==> config.mk <==
export PLATFORM = sky130hd
export DESIGN_NAME = ecc_op_sequencer
export DESIGN_NICKNAME = d
export VERILOG_FILES = /design/src/rtl/ecc_ctrl_pkg.sv /design/src/rtl/ecc_wait_timer.sv /design/src/rtl/ecc_op_sequencer.sv
export SDC_FILE = /design/constraint.sdc
export NUM_CORES = 1
export LEC_CHECK = 0
export ABC_CLOCK_PERIOD_IN_PS = 1600
export BUFFER_PORTS_ARGS = -buffer_cell sky130_fd_sc_hd__buf_2
export CAP_MARGIN = 20
export CORE_MARGIN = 1.5
export CORE_UTILIZATION = 43
export DETAILED_ROUTE_END_ITERATION = 10
export PLACE_DENSITY = 0.86
export SLEW_MARGIN = 25
export SYNTH_ARGS = -nofsm -noshare
export SYNTH_HDL_FRONTEND = slang
export SYNTH_SLANG_ARGS = --single-unit
==> constraint.sdc <==
create_clock -name clk -period 1.6 [get_ports clk]
set_input_delay 0.08 -clock clk [delete_from_list [all_inputs] [get_ports clk]]
set_output_delay 0.08 -clock clk [all_outputs]
set_load 0.01 [all_outputs]
==> src/rtl/ecc_ctrl_pkg.sv <==
`default_nettype none
// ============================================================================
// Module      : ecc_ctrl_pkg
// Description : Shared constants for the ECC operation sequencer. Holds the
//               opcode and codeword-width codes, the sequencer state
//               encoding and the width-to-noise-mask helper.
// Revision    : 1.0 - initial release
// ============================================================================
package ecc_ctrl_pkg;

    // CTRL[1:0] opcodes; 2'b11 is illegal
    localparam logic [1:0] OP_ENC  = 2'b00;
    localparam logic [1:0] OP_DEC  = 2'b01;
    localparam logic [1:0] OP_FULL = 2'b10;

    // CODEWORD_WIDTH[1:0] codes; 2'b11 is illegal
    localparam logic [1:0] W8  = 2'b00;
    localparam logic [1:0] W16 = 2'b01;
    localparam logic [1:0] W32 = 2'b10;

    // Sequencer state encoding
    typedef logic [2:0] state_t;
    localparam state_t IDLE     = 3'd0;
    localparam state_t CHECK    = 3'd1;
    localparam state_t ENC_REQ  = 3'd2;
    localparam state_t ENC_WAIT = 3'd3;
    localparam state_t DEC_REQ  = 3'd4;
    localparam state_t DEC_WAIT = 3'd5;
    localparam state_t DONE     = 3'd6;
    localparam state_t ERR      = 3'd7;

    // Bits of the codeword that noise may flip for a given width code.
    // The illegal code never reaches this function (aborted in CHECK).
    function automatic logic [31:0] width_mask(input logic [1:0] code);
        case (code)
            W8:      return 32'h0000_00FF;
            W16:     return 32'h0000_FFFF;
            default: return 32'hFFFF_FFFF;
        endcase
    endfunction

endpackage
`default_nettype wire

==> src/rtl/ecc_wait_timer.sv <==
`default_nettype none
// ============================================================================
// Module      : ecc_wait_timer
// Description : Engine wait-cycle counter. Cleared before each WAIT state and
//               advanced on every WAIT cycle that passes without a done.
//               'expired' flags that the current WAIT cycle is the TIMEOUT-th
//               one, so the FSM aborts at the end of it unless done arrives.
// Ports       : clk, reset   - clock, synchronous active-high reset
//               clear        - zero the counter
//               enable       - count one elapsed wait cycle
//               expired      - current wait cycle is the last one allowed
// Revision    : 1.0 - initial release
// ============================================================================
module ecc_wait_timer #(
    parameter int TIMEOUT = 16,
    parameter int TO_W    = 5
) (
    input  logic clk,
    input  logic reset,
    input  logic clear,
    input  logic enable,
    output logic expired
);

    logic [TO_W-1:0] r_count;

    always_ff @(posedge clk) begin
        if (reset || clear) begin
            r_count <= '0;
        end else if (enable) begin
            r_count <= r_count + 1'b1;
        end
    end

    // r_count holds the number of wait cycles already elapsed, so this
    // cycle is the TIMEOUT-th when it equals TIMEOUT-1.
    assign expired = (r_count == TO_W'(TIMEOUT - 1));

endmodule
`default_nettype wire

==> src/rtl/ecc_op_sequencer.sv <==
`default_nettype none
// ============================================================================
// Module      : ecc_op_sequencer
// Description : Runs one ECC operation per CTRL write. Snapshots the command,
//               drives the encoder/decoder through start/done handshakes,
//               injects masked noise for full-channel operations and returns
//               result, error count and status. One operation in flight.
// Ports       : clk, reset                 - clock, sync active-high reset
//               ctrl_ready, ctrl, data_in,
//               codeword_width, noise      - command from the register bank
//               enc_start/done/result      - encoder handshake
//               dec_start/done/result,
//               dec_num_of_errors          - decoder handshake
//               op_data, op_width          - operand/width to the engines
//               data_out, num_of_errors,
//               operation_done, busy, err,
//               overrun                    - status back to the APB side
// Revision    : 1.0 - initial release
// ============================================================================
module ecc_op_sequencer
    import ecc_ctrl_pkg::*;
#(
    parameter int AMBA_WORD = 32,
    parameter int TIMEOUT   = 16,
    parameter int TO_W      = 5
) (
    input  logic                 clk,
    input  logic                 reset,
    input  logic                 ctrl_ready,
    input  logic [AMBA_WORD-1:0] ctrl,
    input  logic [AMBA_WORD-1:0] data_in,
    input  logic [AMBA_WORD-1:0] codeword_width,
    input  logic [AMBA_WORD-1:0] noise,
    output logic                 enc_start,
    input  logic                 enc_done,
    input  logic [AMBA_WORD-1:0] enc_result,
    output logic                 dec_start,
    input  logic                 dec_done,
    input  logic [AMBA_WORD-1:0] dec_result,
    input  logic [1:0]           dec_num_of_errors,
    output logic [AMBA_WORD-1:0] op_data,
    output logic [1:0]           op_width,
    output logic [AMBA_WORD-1:0] data_out,
    output logic [1:0]           num_of_errors,
    output logic                 operation_done,
    output logic                 busy,
    output logic                 err,
    output logic                 overrun
);

    state_t               r_state;
    logic [1:0]           r_opcode;
    logic [1:0]           r_width;
    logic [AMBA_WORD-1:0] r_data;
    logic [AMBA_WORD-1:0] r_noise;
    logic                 r_enc_start;
    logic                 r_dec_start;
    logic [AMBA_WORD-1:0] r_op_data;
    logic [1:0]           r_op_width;
    logic [AMBA_WORD-1:0] r_data_out;
    logic [1:0]           r_num_err;
    logic                 r_op_done;
    logic                 r_busy;
    logic                 r_err;

    logic                 w_timer_clear;
    logic                 w_timer_en;
    logic                 w_expired;
    logic [AMBA_WORD-1:0] w_mask;
    logic                 w_unused;

    // Only the low two bits of CTRL and CODEWORD_WIDTH carry meaning
    assign w_unused = ^{ctrl[AMBA_WORD-1:2], codeword_width[AMBA_WORD-1:2]};

    assign w_mask = AMBA_WORD'(width_mask(r_width));

    // Counter is zeroed while requesting, so it starts at 0 on WAIT entry
    assign w_timer_clear = (r_state == ENC_REQ) || (r_state == DEC_REQ);
    assign w_timer_en    = ((r_state == ENC_WAIT) && !enc_done) ||
                           ((r_state == DEC_WAIT) && !dec_done);

    ecc_wait_timer #(
        .TIMEOUT (TIMEOUT),
        .TO_W    (TO_W)
    ) u_wait_timer (
        .clk     (clk),
        .reset   (reset),
        .clear   (w_timer_clear),
        .enable  (w_timer_en),
        .expired (w_expired)
    );

    always_ff @(posedge clk) begin
        if (reset) begin
            r_state     <= IDLE;
            r_opcode    <= '0;
            r_width     <= '0;
            r_data      <= '0;
            r_noise     <= '0;
            r_enc_start <= 1'b0;
            r_dec_start <= 1'b0;
            r_op_data   <= '0;
            r_op_width  <= '0;
            r_data_out  <= '0;
            r_num_err   <= '0;
            r_op_done   <= 1'b0;
            r_busy      <= 1'b0;
            r_err       <= 1'b0;
        end else begin
            // Pulse outputs default low; set only on the entering transition
            r_enc_start <= 1'b0;
            r_dec_start <= 1'b0;
            r_op_done   <= 1'b0;

            case (r_state)
                IDLE: begin
                    if (ctrl_ready) begin
                        r_opcode <= ctrl[1:0];
                        r_width  <= codeword_width[1:0];
                        r_data   <= data_in;
                        r_noise  <= noise;
                        r_err    <= 1'b0;
                        r_busy   <= 1'b1;
                        r_state  <= CHECK;
                    end
                end

                CHECK: begin
                    if ((r_opcode == 2'b11) || (r_width == 2'b11)) begin
                        r_state    <= ERR;
                        r_op_done  <= 1'b1;
                        r_err      <= 1'b1;
                        r_data_out <= '0;
                        r_num_err  <= 2'b11;
                    end else if (r_opcode == OP_DEC) begin
                        r_state     <= DEC_REQ;
                        r_dec_start <= 1'b1;
                        r_op_data   <= r_data;
                        r_op_width  <= r_width;
                    end else begin
                        r_state     <= ENC_REQ;
                        r_enc_start <= 1'b1;
                        r_op_data   <= r_data;
                        r_op_width  <= r_width;
                    end
                end

                ENC_REQ: r_state <= ENC_WAIT;

                ENC_WAIT: begin
                    // done takes priority over a simultaneous timeout
                    if (enc_done) begin
                        if (r_opcode == OP_ENC) begin
                            r_state    <= DONE;
                            r_op_done  <= 1'b1;
                            r_err      <= 1'b0;
                            r_data_out <= enc_result;
                            r_num_err  <= 2'b00;
                        end else begin
                            // Full channel: corrupt the codeword inside its width
                            r_state     <= DEC_REQ;
                            r_dec_start <= 1'b1;
                            r_op_data   <= enc_result ^ (r_noise & w_mask);
                        end
                    end else if (w_expired) begin
                        r_state    <= ERR;
                        r_op_done  <= 1'b1;
                        r_err      <= 1'b1;
                        r_data_out <= '0;
                        r_num_err  <= 2'b11;
                    end
                end

                DEC_REQ: r_state <= DEC_WAIT;

                DEC_WAIT: begin
                    if (dec_done) begin
                        r_state    <= DONE;
                        r_op_done  <= 1'b1;
                        r_err      <= 1'b0;
                        r_data_out <= dec_result;
                        r_num_err  <= dec_num_of_errors;
                    end else if (w_expired) begin
                        r_state    <= ERR;
                        r_op_done  <= 1'b1;
                        r_err      <= 1'b1;
                        r_data_out <= '0;
                        r_num_err  <= 2'b11;
                    end
                end

                DONE, ERR: begin
                    r_state <= IDLE;
                    r_busy  <= 1'b0;
                end

                default: begin
                    r_state <= IDLE;
                    r_busy  <= 1'b0;
                end
            endcase
        end
    end

    assign enc_start      = r_enc_start;
    assign dec_start      = r_dec_start;
    assign op_data        = r_op_data;
    assign op_width       = r_op_width;
    assign data_out       = r_data_out;
    assign num_of_errors  = r_num_err;
    assign operation_done = r_op_done;
    assign busy           = r_busy;
    assign err            = r_err;
    // Flags the dropped command in the same cycle it is presented
    assign overrun        = ctrl_ready && r_busy;

endmodule
`default_nettype wire

==> impl_results.md <==
- Unrepaired setup endpoints after global routing: yes
- Starting Density: 44.21%
- Core Util, Final: approximately 70%
- Gr usage total: a little under a third
- Clk pwr share: between 30% and 40%
- Critical Path Sink Type: register
- First-pass DRT Iterations: 5
- Synth Cell Area: about 6400 sq um
- Slew HR: between 60% and 70%
- Num rows: 44
- Synth Area per Inst: approximately 8.4 sq um
- Largest net degree at the start of global routing: 112
- Synth Instances: just under 800
- Fin Setup TNS: -2676 ps
- Number of synthesized flops with an enable pin: 0
- CTS tree: done
- DRC viols: 0
- CP most frequent cell: buf_12
- Fin Clk Skew: ~12 ps
- Layout cells sized above 1: ~33%
- Finished Layout Cells: roughly 1.3k
- Final setup margin: -88.88 ps
- CP max stage delay: around 360 ps
- IO Port Bufs: around 210
- Dpl ws: -110.4 ps
- Post-DP HPWL: about 14,000 microns
- Internal power: 8.450 mW
- Fin. max-slew vios: 0
- Total CTS buffers: 17
- Placed cells: around 1.2k
- Via density: 5.683
- Antenna violations before repair: 2
- CTS root buf: clkbuf_16
- Sequential share of the synthesized area: a little under half
- CP Class: register to register
- FF-to-FF Start: r_opcode[0]
- Cell area after layout: slightly above 10,000 sq um
- Peak Freq: just under 600 MHz
- Vias in the first global route: roughly 7.8k
- CP Data Required Time: approximately 1900 ps
- Die area: approximately 16,000 sq um
- Ys async rst share: 0%
- Clock latency on the worst-skew pair: between 400 and 500 ps
- Lkg Pwr: between 4 and 5 nW
- Post-layout min period: about 1700 ps
- Min-Delay Startpoint: enc_result[19]
- Seq cells post-synth: roughly 150
- Setup violations, final: 54
- Die height: about 130 microns
- Worst min path class: primary input to register
- Core area: approximately 15,000 sq um
- Total vias in the final route: roughly 7.5k
- Worst path cell trace: or2_4, a221oi_4, a21oi_4, buf_12, buf_12, o2bb2ai_2
- Tcrit/Tclk final: 105.6%
- R2r setup slk: -90 ps
- Switch share: a little under a third
- H-tree levels: 4
- Sw Pwr: ~3.7 mW
- Clock sinks: 149
- Max Root-Sink Buffers: 2
- Slowest stage cell on the critical path: dfxtp_2
- CP startpoint kind: register
- Fin. Hold Viols: 0
- CP startpoint: r_opcode[0]
- Grt total ovfl: 0
- Mapped Nets: ~1,000
- Initial DRC count: 661
- Pwr dens: 1173 nW/um^2
- Comb pwr share: between 20% and 30%
- GP Congestion: around 0.93
- Netlist cell types: 56
- Maximum vdd drop: roughly 0.00085 V
- Synthesis-to-finish area growth: 60.08%
- YS warnings: 0
- Outcome: finished, violations left
- Die Width: 125.5 microns
- Seq pwr share: 35.6%
- Number of I/O pins: 273
- DP Area: 7998 sq um
- Crit path arrival time: 1990 ps
- Nets: about 1.3k
- Reg clk slew, reported paths: around 60 ps
- Slew @ Worst Pin: 525.2 ps
- WL final: about 26,000 microns
- Ys flop type: dfxtp_1
- Failing checks: setup timing
- Max Cap Violations: 0
- Remaining antenna violation count: 0
- First-pass GRT wire length: just under 40,000 microns
- WL/cell: approximately 20 microns
- CP Max Fanout: 8
synth_stat cells (3+ instances only):
library cell	count	area, sq um
buf_4	6	45.04
nor2b_1	4	25.02
buf_6	7	78.83
o21ai_0	17	85.08
nand2_1	205	769.5
xnor2_1	17	148.9
o21bai_1	3	22.52
o21a_1	3	22.52
a211o_1	16	140.1
clkbuf_1	32	120.1
o211ai_1	8	60.06
a21oi_1	113	565.5
inv_1	3	11.26
nor2_1	29	108.9
o221ai_1	8	70.07
buf_2	20	100.1
o2bb2ai_1	31	271.5
a22oi_1	33	247.7
xor2_1	17	148.9
dfxtp_1	149	2983
ha_1	3	37.54
worst max-delay path, delay by kind of cell, from the launching register on:
kind	cells	cell delay (ps)
AO/OA/AOI/OAI	3	580
buffers and inverters	2	320
flip-flops	1	360
AND/OR/NAND/NOR	1	300
power by group through the flow:
stage	combinational (mW)	sequential [mW]	clock (mW)
after floorplan	1.55	4.34	0
after global placement	2.59	4.33	0
after detailed placement	2.64	4.34	0
after CTS	3.30	4.28	4.29
after global routing	3.78	4.34	4.47
final	3.55	4.31	4.25
flip-flops by register name, summed over array words and instances (netlist names):
signal	cells
op_width	2
r_width	2
r_state	3
dec_start	1
num_of_errors	2
data_out	32
u_wait_timer.r_count	5
busy	1
r_opcode	2
r_data	32
err	1
operation_done	1
enc_start	1
r_noise	32
op_data	32
kinds of logic after synthesis:
logic type,share of synthesized area (%)
simple gates,17.13
compound gates,25.61
flops,46.25
buf+inv,5.645
xor+xnor,4.617
fa+ha+maj,0.5820
mux,0.1746
cell usage in the layout (no fill, tap or decap), types with 3 or more instances in the layout:
cell type        n
o221ai_2         5
o2bb2ai_1       11
nor2b_1          4
or2_4            3
buf_6           10
a22oi_1         32
xnor2_1         17
dfxtp_1        142
buf_2          211
clkinv_2         3
a21oi_1        111
inv_1            3
o21a_1           3
nor2_1          27
a211o_1         16
buf_16           5
clkbuf_16       18
xor2_1          17
o2bb2ai_2       20
buf_12          14
o21ai_0         16
dfxtp_2          5
o211ai_1         8
nand2_1        203
buf_4           44
o221ai_1         3
dlygate4sd3_1  115
clkbuf_8         3
bufinv_16        4
final timing paths:
| kind | endpoint | cells after the start |
|---|---|---|
| worst max register to register | data_out[21] | 6 |
| worst min-delay path | data_out[19] | 3 |
| worst min register to register | op_data[31] | 2 |
| worst max-delay path | data_out[21] | 6 |
metal layers:
layer	share of wire (%)	vias to the layer above	GRT usage (%)	wire, microns
met3	7.3	122	7.146	1888
met2	50	459	55.98	13070
met5	0	-	0	0
met1	37	3530	35.12	9696
met4	4.9	0	18.25	1276
li1	-	3379	-	-
layout make-up:
type	instances	area [sq um]
antenna	2	5.005
clock buffer	21	470.5
clock inverter	9	151.4
fill	977	4264
inverter	3	11.26
multi-input combinational	550	3367
sequential	149	2997
tap	184	230.2
timing repair buffer	400	3093
what timing repair did:
action                                 4_1_cts  5_1_grt
pin swaps                                   15       18
cloned                                       5        1
setup buffers                                8        3
resized for setup                           42       27
setup endpoints to repair                   81       71
endpoints found under the hold margin      101        0
hold buffers                               115        0
metrics by stage:
| stage | hold slack, ps | power, mW |
|---|---|---|
| after global placement | 322.2 | 6.920 |
| after detailed placement | 326.6 | 6.985 |
| final | 16.27 | 12.11 |
| after floorplan | 216.0 | 5.888 |
| after CTS | 0.9734 | 11.87 |
| after global routing | 13.29 | 12.59 |
No activity file was read; power rests on OpenSTA's default activity.
